`config.mk`:
```
export PLATFORM = sky130hd
export DESIGN_NAME = carregador_programa
export DESIGN_NICKNAME = d
export VERILOG_FILES = /design/src/rtl/carregador_programa_pkg.sv /design/src/rtl/carregador_programa_contador.sv /design/src/rtl/carregador_programa.sv
export SDC_FILE = /design/constraint.sdc
export NUM_CORES = 1
export LEC_CHECK = 0
export ABC_AREA = 1
export CAP_MARGIN = 40
export CORE_MARGIN = 4
export CORE_UTILIZATION = 38
export DETAILED_ROUTE_END_ITERATION = 10
export GPL_TIMING_DRIVEN = 0
export MAX_ROUTING_LAYER = met4
export PLACE_DENSITY_LB_ADDON = 0.12
export SYNTH_ARGS = -nofsm -noshare
export SYNTH_HDL_FRONTEND = slang
export SYNTH_HIERARCHICAL = 1
export SYNTH_SLANG_ARGS = --single-unit
```
`constraint.sdc`:
```
create_clock -name i_clock -period 1.5 [get_ports i_clock]
set_input_delay 0.225 -clock i_clock [delete_from_list [all_inputs] [get_ports i_clock]]
set_output_delay 0.225 -clock i_clock [all_outputs]
set_load 0.03 [all_outputs]
```
`src/rtl/carregador_programa_pkg.sv`:
```
// -----------------------------------------------------------------------------
// carregador_programa_pkg
// Shared definitions for the program loader and the CPU side that consumes
// the program memory: loader state encoding, field positions inside a loader
// byte, default memory depth and small field-extraction helpers.
// -----------------------------------------------------------------------------
package carregador_programa_pkg;

   // Default program memory geometry (depth in words and address width).
   localparam int PALAVRAS_MAX_PADRAO = 16;
   localparam int LARGURA_END_PADRAO  = 4;

   // Field layout of one loader byte.
   localparam int BIT_FIM    = 7;
   localparam int INSTR_MSB  = 6;
   localparam int INSTR_LSB  = 4;
   localparam int VALOR_MSB  = 3;
   localparam int VALOR_LSB  = 0;

   // Loader states.
   typedef enum logic [1:0] {
      OCIOSO     = 2'd0,
      CARREGANDO = 2'd1,
      CONCLUIDO  = 2'd2,
      ERRO       = 2'd3
   } estado_t;

   // True when the byte is the end-of-program marker.
   function automatic logic eh_fim(input logic [7:0] b);
      return b[BIT_FIM];
   endfunction

   // Opcode field of a loader byte.
   function automatic logic [2:0] campo_instrucao(input logic [7:0] b);
      return b[INSTR_MSB:INSTR_LSB];
   endfunction

   // Operand field of a loader byte.
   function automatic logic [3:0] campo_valor(input logic [7:0] b);
      return b[VALOR_MSB:VALOR_LSB];
   endfunction

endpackage

```
`src/rtl/carregador_programa_contador.sv`:
```
// -----------------------------------------------------------------------------
// contador_endereco
// Generic up-counter with synchronous clear and count enable. Used by the
// loader as the write-address / word counter and reusable as a pc counter.
// Ports:
//   i_clock     rising-edge clock
//   i_reset_n   synchronous active-low reset (count -> 0)
//   i_limpar    synchronous clear (priority over enable)
//   i_habilitar count enable, +1 per cycle
//   o_contagem  current count
// -----------------------------------------------------------------------------
module contador_endereco #(
   parameter int LARGURA = 5
) (
   input  logic               i_clock,
   input  logic               i_reset_n,
   input  logic               i_limpar,
   input  logic               i_habilitar,
   output logic [LARGURA-1:0] o_contagem
);

   logic [LARGURA-1:0] r_contagem;

   // Count register: reset and clear both return to zero, clear wins over enable.
   always_ff @(posedge i_clock) begin
      if (!i_reset_n) begin
         r_contagem <= '0;
      end else if (i_limpar) begin
         r_contagem <= '0;
      end else if (i_habilitar) begin
         r_contagem <= r_contagem + LARGURA'(1);
      end else begin
         r_contagem <= r_contagem;
      end
   end

   assign o_contagem = r_contagem;

endmodule

```
`src/rtl/carregador_programa.sv`:
```
// -----------------------------------------------------------------------------
// carregador_programa
// Loads a program byte stream into program memory while holding the CPU.
// Each data byte (bit7=0) becomes one memory word {instrucao, valor}; a byte
// with bit7=1 ends the load; a data byte arriving with memory full is an
// overflow error.
// Ports:
//   i_clock, i_reset_n         clock, synchronous active-low reset
//   i_inicio                   start / restart a load (one-cycle pulse)
//   i_dado_valido, i_dado      byte source handshake and data
//   o_dado_pronto              loader accepts a byte this cycle
//   o_mem_escrita              memory write strobe
//   o_mem_endereco             write address
//   o_mem_instrucao/o_mem_valor  word fields written to memory
//   o_cpu_parado               holds the CPU stopped
//   o_carregado, o_erro        load completed / overflow
//   o_palavras                 words written in current/last load
// -----------------------------------------------------------------------------
module carregador_programa
   import carregador_programa_pkg::*;
#(
   parameter int PALAVRAS_MAX = PALAVRAS_MAX_PADRAO,
   parameter int LARGURA_END  = LARGURA_END_PADRAO
) (
   input  logic                   i_clock,
   input  logic                   i_reset_n,
   input  logic                   i_inicio,
   input  logic                   i_dado_valido,
   input  logic [7:0]             i_dado,
   output logic                   o_dado_pronto,
   output logic                   o_mem_escrita,
   output logic [LARGURA_END-1:0] o_mem_endereco,
   output logic [2:0]             o_mem_instrucao,
   output logic [3:0]             o_mem_valor,
   output logic                   o_cpu_parado,
   output logic                   o_carregado,
   output logic                   o_erro,
   output logic [LARGURA_END:0]   o_palavras
);

   localparam logic [LARGURA_END:0] LIMITE_PALAVRAS = (LARGURA_END + 1)'(PALAVRAS_MAX);

   estado_t                r_estado;
   estado_t                w_proximo;
   logic                   w_aceito;
   logic                   w_escrever;
   logic                   w_limpar;
   logic [LARGURA_END:0]   w_contagem;

   logic                   r_mem_escrita;
   logic [LARGURA_END-1:0] r_mem_endereco;
   logic [2:0]             r_mem_instrucao;
   logic [3:0]             r_mem_valor;

   // dado_pronto is a pure state decode, so acceptance never loops back
   // through dado_valido.
   assign w_aceito = i_dado_valido && (r_estado == CARREGANDO);

   // State register.
   always_ff @(posedge i_clock) begin
      if (!i_reset_n) begin
         r_estado <= OCIOSO;
      end else begin
         r_estado <= w_proximo;
      end
   end

   // Next-state and counter control.
   always_comb begin
      w_proximo  = r_estado;
      w_escrever = 1'b0;
      w_limpar   = 1'b0;
      case (r_estado)
         CARREGANDO: begin
            if (i_inicio) begin
               // Restart: a byte accepted in this cycle is dropped.
               w_limpar = 1'b1;
            end else if (w_aceito) begin
               if (eh_fim(i_dado)) begin
                  w_proximo = CONCLUIDO;
               end else if (w_contagem == LIMITE_PALAVRAS) begin
                  w_proximo = ERRO;
               end else begin
                  w_escrever = 1'b1;
               end
            end else begin
               w_proximo = CARREGANDO;
            end
         end
         OCIOSO, CONCLUIDO, ERRO: begin
            if (i_inicio) begin
               w_proximo = CARREGANDO;
               w_limpar  = 1'b1;
            end else begin
               w_proximo = r_estado;
            end
         end
         default: begin
            w_proximo = OCIOSO;
         end
      endcase
   end

   // The counter is both the next write address (low bits) and the word
   // count; it stops at PALAVRAS_MAX because writes stop there.
   contador_endereco #(
      .LARGURA (LARGURA_END + 1)
   ) u_contador_endereco (
      .i_clock     (i_clock),
      .i_reset_n   (i_reset_n),
      .i_limpar    (w_limpar),
      .i_habilitar (w_escrever),
      .o_contagem  (w_contagem)
   );

   // Memory write port registers: strobe one cycle after acceptance, fields
   // hold their last value when no write occurs.
   always_ff @(posedge i_clock) begin
      if (!i_reset_n) begin
         r_mem_escrita   <= 1'b0;
         r_mem_endereco  <= '0;
         r_mem_instrucao <= 3'd0;
         r_mem_valor     <= 4'd0;
      end else if (w_escrever) begin
         r_mem_escrita   <= 1'b1;
         r_mem_endereco  <= w_contagem[LARGURA_END-1:0];
         r_mem_instrucao <= campo_instrucao(i_dado);
         r_mem_valor     <= campo_valor(i_dado);
      end else begin
         r_mem_escrita   <= 1'b0;
         r_mem_endereco  <= r_mem_endereco;
         r_mem_instrucao <= r_mem_instrucao;
         r_mem_valor     <= r_mem_valor;
      end
   end

   assign o_dado_pronto   = (r_estado == CARREGANDO);
   assign o_cpu_parado    = (r_estado == CARREGANDO) || (r_estado == ERRO);
   assign o_carregado     = (r_estado == CONCLUIDO);
   assign o_erro          = (r_estado == ERRO);
   assign o_palavras      = w_contagem;
   assign o_mem_escrita   = r_mem_escrita;
   assign o_mem_endereco  = r_mem_endereco;
   assign o_mem_instrucao = r_mem_instrucao;
   assign o_mem_valor     = r_mem_valor;

endmodule

```
==> summary.md <==
| Metric | Value |
|---|---|
| Buffers on Ports | `32` |
| Fmax | `a little over 700 MHz` |
| Vias in the first global route | `around 810` |
| Die W | `~56 µm` |
| Crit path setup slack, layout | `about 0.11 ns` |
| Syn Inst Count | `around 130` |
| Layout net count | `around 180` |
| Slowest cell on the critical path | `dfxtp_1` |
| Critical R2R Launch | `u_contador_endereco/o_contagem[1]` |
| Num CTS Buffers | `3` |
| RSZ-0062 raised after global routing | `false` |
| CTS root buf | `clkbuf_4` |
| Kind of start point of the critical path | `flip-flop` |
| Core area | `between 2000 and 2500 µm²` |
| Total power | `roughly 970 µW` |
| Multi-input gate area | `between 300 and 400 µm²` |
| Worst Path Arrival | `1.17 ns` |
| CTS clock-pin slew for the worst setup and hold paths | `0.10 ns` |
| Crit end category | `output port` |
| Mapped cell area | `roughly 870 µm²` |
| Clk sinks | `19` |
| Final core occ | `between 50% and 60%` |
| Capture point of the worst reg-to-reg path | `o_mem_valor[2]` |
| Placed Instance Area | `between 1000 and 1500 µm²` |
| Sequential Power Share | `between 50 and 60%` |
| Starting density of the core | `about two fifths` |
| Fin crit share | `a little over 90%` |
| VDD IR max | `slightly above 0.6 mV` |
| Clock share of power | `25.4%` |
| First-pass GRT wire length | `around 3300 µm` |
| Type of the worst setup path | `flip-flop to output port` |
| DR pass1 iterations | `4` |
| Post-Syn Nets | `approximately 150` |
| Clock skew | `0.00306 ns` |
| Finish-stage setup viols | `0` |
| Clock latency on the worst-skew pair | `0.29 ns` |
| DRT met1 WL | `~840 µm` |
| Crit-path max cell delay | `around 0.4 ns` |
| Worst hold path class | `flip-flop to flip-flop` |
| Fillers | `about 240` |
| Hold Path End | `u_contador_endereco/o_contagem[2]` |
| Ant diodes | `0` |
| Top Ports | `33` |
| Clock Path Buffers | `2` |
| DIE AREA | `approximately 3100 µm²` |
| GP Congestion | `0.755` |
| Synth Register Bits | `19` |
| Drt initial violations | `19` |
| R2R cell count | `8` |
| Total Wirelength | `1790 µm` |
| DR vias/cell | `between 4 and 5` |
| Hold_sp | `u_contador_endereco/o_contagem[2]` |
| Max-cap violations | `0` |
| Initial antenna violation count | `0` |
| Switching share of power | `between 20% and 30%` |
| Run status | `finished, final reports clean` |
| Relative slew margins | `between 70 and 80%` |
| Syn. warnings | `6` |
| Leakage Power | `about 0.7 nW` |
| # rows | `17` |
| Dpl ws | `-0.442 ns` |
| Crit path max fanout | `4` |
| Die Ht | `55.9 µm` |
| Largest net degree at the start of global routing | `15` |
| DR DRC count | `0` |
| Count of cell types in the netlist | `17` |
| Reg area | `390 µm²` |
| Vias after detailed routing | `approximately 850` |
| Met2 Wirelength | `roughly 820 µm` |
| Worst-margin pin slew | `roughly 0.32 ns` |
| Minimum clock period | `around 1.4 ns` |
| Slew Limit Fails | `0` |
| Int Power | `698 µW` |
| Worst path cell trace | `nand2_1 -> inv_1 -> dlygate4sd2_1` |
| Power share of the combinational group | `roughly a fifth` |
| CTS tree | `built` |
| Wire length on met3 | `a little under 90 µm` |
| Cts hold-fix bufs | `0` |
| P&R area growth vs syn | `42.7%` |
| Antenna Nets Post-Route | `0` |
| Top Layer Used | `met4` |
| Final Cell Area | `roughly 1200 µm²` |
| Synth Area per Inst | `between 6 and 7 µm²` |
| Remaining Overflow, GRT | `0` |
| P_sw | `approximately 270 µW` |
| Layout cells sized above 1 | `12.4%` |
| Crit path required time | `between 1 and 1.5 ns` |
| Final HPWL DP | `between 1000 and 1500 µm` |
| DR WL/cell | `between 9 and 10 µm` |
| Hold Crit Depth | `2` |
| Global Route Usage Sum | `around an eighth` |
| FF-to-FF setup slack | `0.16 ns` |
| H-tree depth | `1` |
| Pwr dens | `approximately 800 nW/µm²` |
| Final hold violations | `0` |
| Seq/Total Area, Yosys | `43.7%` |
[worst max-delay path, delay by kind of cell (launching register included)]
family | cells | cell delay [ns]
buffers and inverters | 2 | 0.42
DFF | 1 | 0.39
and+or+nand+nor | 1 | 0.06
[power groups by stage]
stage	registers, mW	clock network [mW]	logic, mW
final	0.534	0.245	0.187
after global routing	0.537	0.283	0.209
after CTS	0.534	0.261	0.190
after detailed placement	0.546	0	0.204
after global placement	0.545	0	0.201
after floorplan	0.565	0	0.0936
[Yosys cell counts, drive strengths merged]
library cell | count | area, µm²
nand4 | 1 | 6.26
ha | 1 | 12.5
buf | 3 | 21.3
nand3 | 3 | 32.5
o21ai | 4 | 20.0
inv | 22 | 82.6
nand2 | 39 | 146
dfxtp | 19 | 380
nor2 | 36 | 145
a21oi | 4 | 20.0
clkbuf | 1 | 3.75
[per-stage QoR]
step	std cells	hold slack [ns]	TNS (ns)
2_1_floorplan	133	0.345	0
3_3_place_gp	193	0.483	-1.85
3_5_place_dp	193	0.494	-2.04
4_1_cts	196	0.505	0
5_1_grt	198	0.525	0
6_report	198	0.504	0
[routing by layer]
metal  global-route usage (%)  vias to the layer above
li1                         -                      466
met2                     21.5                       21
met4                     6.10                        0
met5                        -                        -
met1                     15.0                      358
met3                     3.02                        4
[area by class of cell]
class | instances | area share (%)
plain buffers | 3 | 1.61
clock buffers | 4 | 2.11
inverters | 22 | 6.65
multi-input cells | 88 | 30.8
flip-flops and latches | 19 | 31.4
well taps | 28 | 2.82
repair buffers | 34 | 24.6
[timing repair]
item                       4_1_cts  5_1_grt
cloned                           0        0
pin swaps                        0        0
resized for setup               23        4
buffers inserted                 0        2
setup endpoints to repair       24        5
[flip-flops by register name, summed over array words and instances, names as in the netlist]
signal and cells:
o_mem_endereco 4, u_contador_endereco/o_contagem 5, o_mem_instrucao 3, r_estado 2, o_mem_valor 4, o_mem_escrita 1
[cell families (layout without fill, tap and decap cells)]
group	after synthesis	in the layout	share of synthesized area (%)
AO/OA/AOI/OAI	8	8	4.60
adder cells (fa/ha/maj)	1	1	1.44
buffers and inverters	26	63	12.4
flip-flops	19	19	43.7
AND/OR/NAND/NOR	79	79	37.9
[placed cells by master, fill, tap and decap left out, types with 2 or more instances in the layout]
master	synthesis	routed
a21oi_1	4	4
buf_4	0	2
clkbuf_1	1	2
clkbuf_2	0	2
clkbuf_4	0	3
clkdlybuf4s50_1	0	11
dfxtp_1	19	13
dfxtp_2	0	5
dlygate4sd2_1	0	18
inv_1	21	20
inv_2	1	2
nand2_1	39	39
nor2_1	34	34
o21ai_0	4	4
[how the worst max path moves through the flow]
| stage | start | to | slack [ns] | cells past startpoint |
|---|---|---|---|---|
| floorplan | u_contador_endereco/o_contagem[2] | u_contador_endereco/o_contagem[4] | 0.01 | 10 |
| global placement | i_dado_valido | u_contador_endereco/o_contagem[4] | -0.41 | 11 |
| detailed placement | i_dado_valido | u_contador_endereco/o_contagem[4] | -0.44 | 11 |
| CTS | o_mem_escrita | o_mem_escrita | 0.005 | 1 |
| global route | u_contador_endereco/o_contagem[1] | o_mem_instrucao[1] | 0.02 | 8 |
| finish | r_estado[1] | o_erro | 0.11 | 3 |
Note: power is estimated with default switching activity, not from simulation.
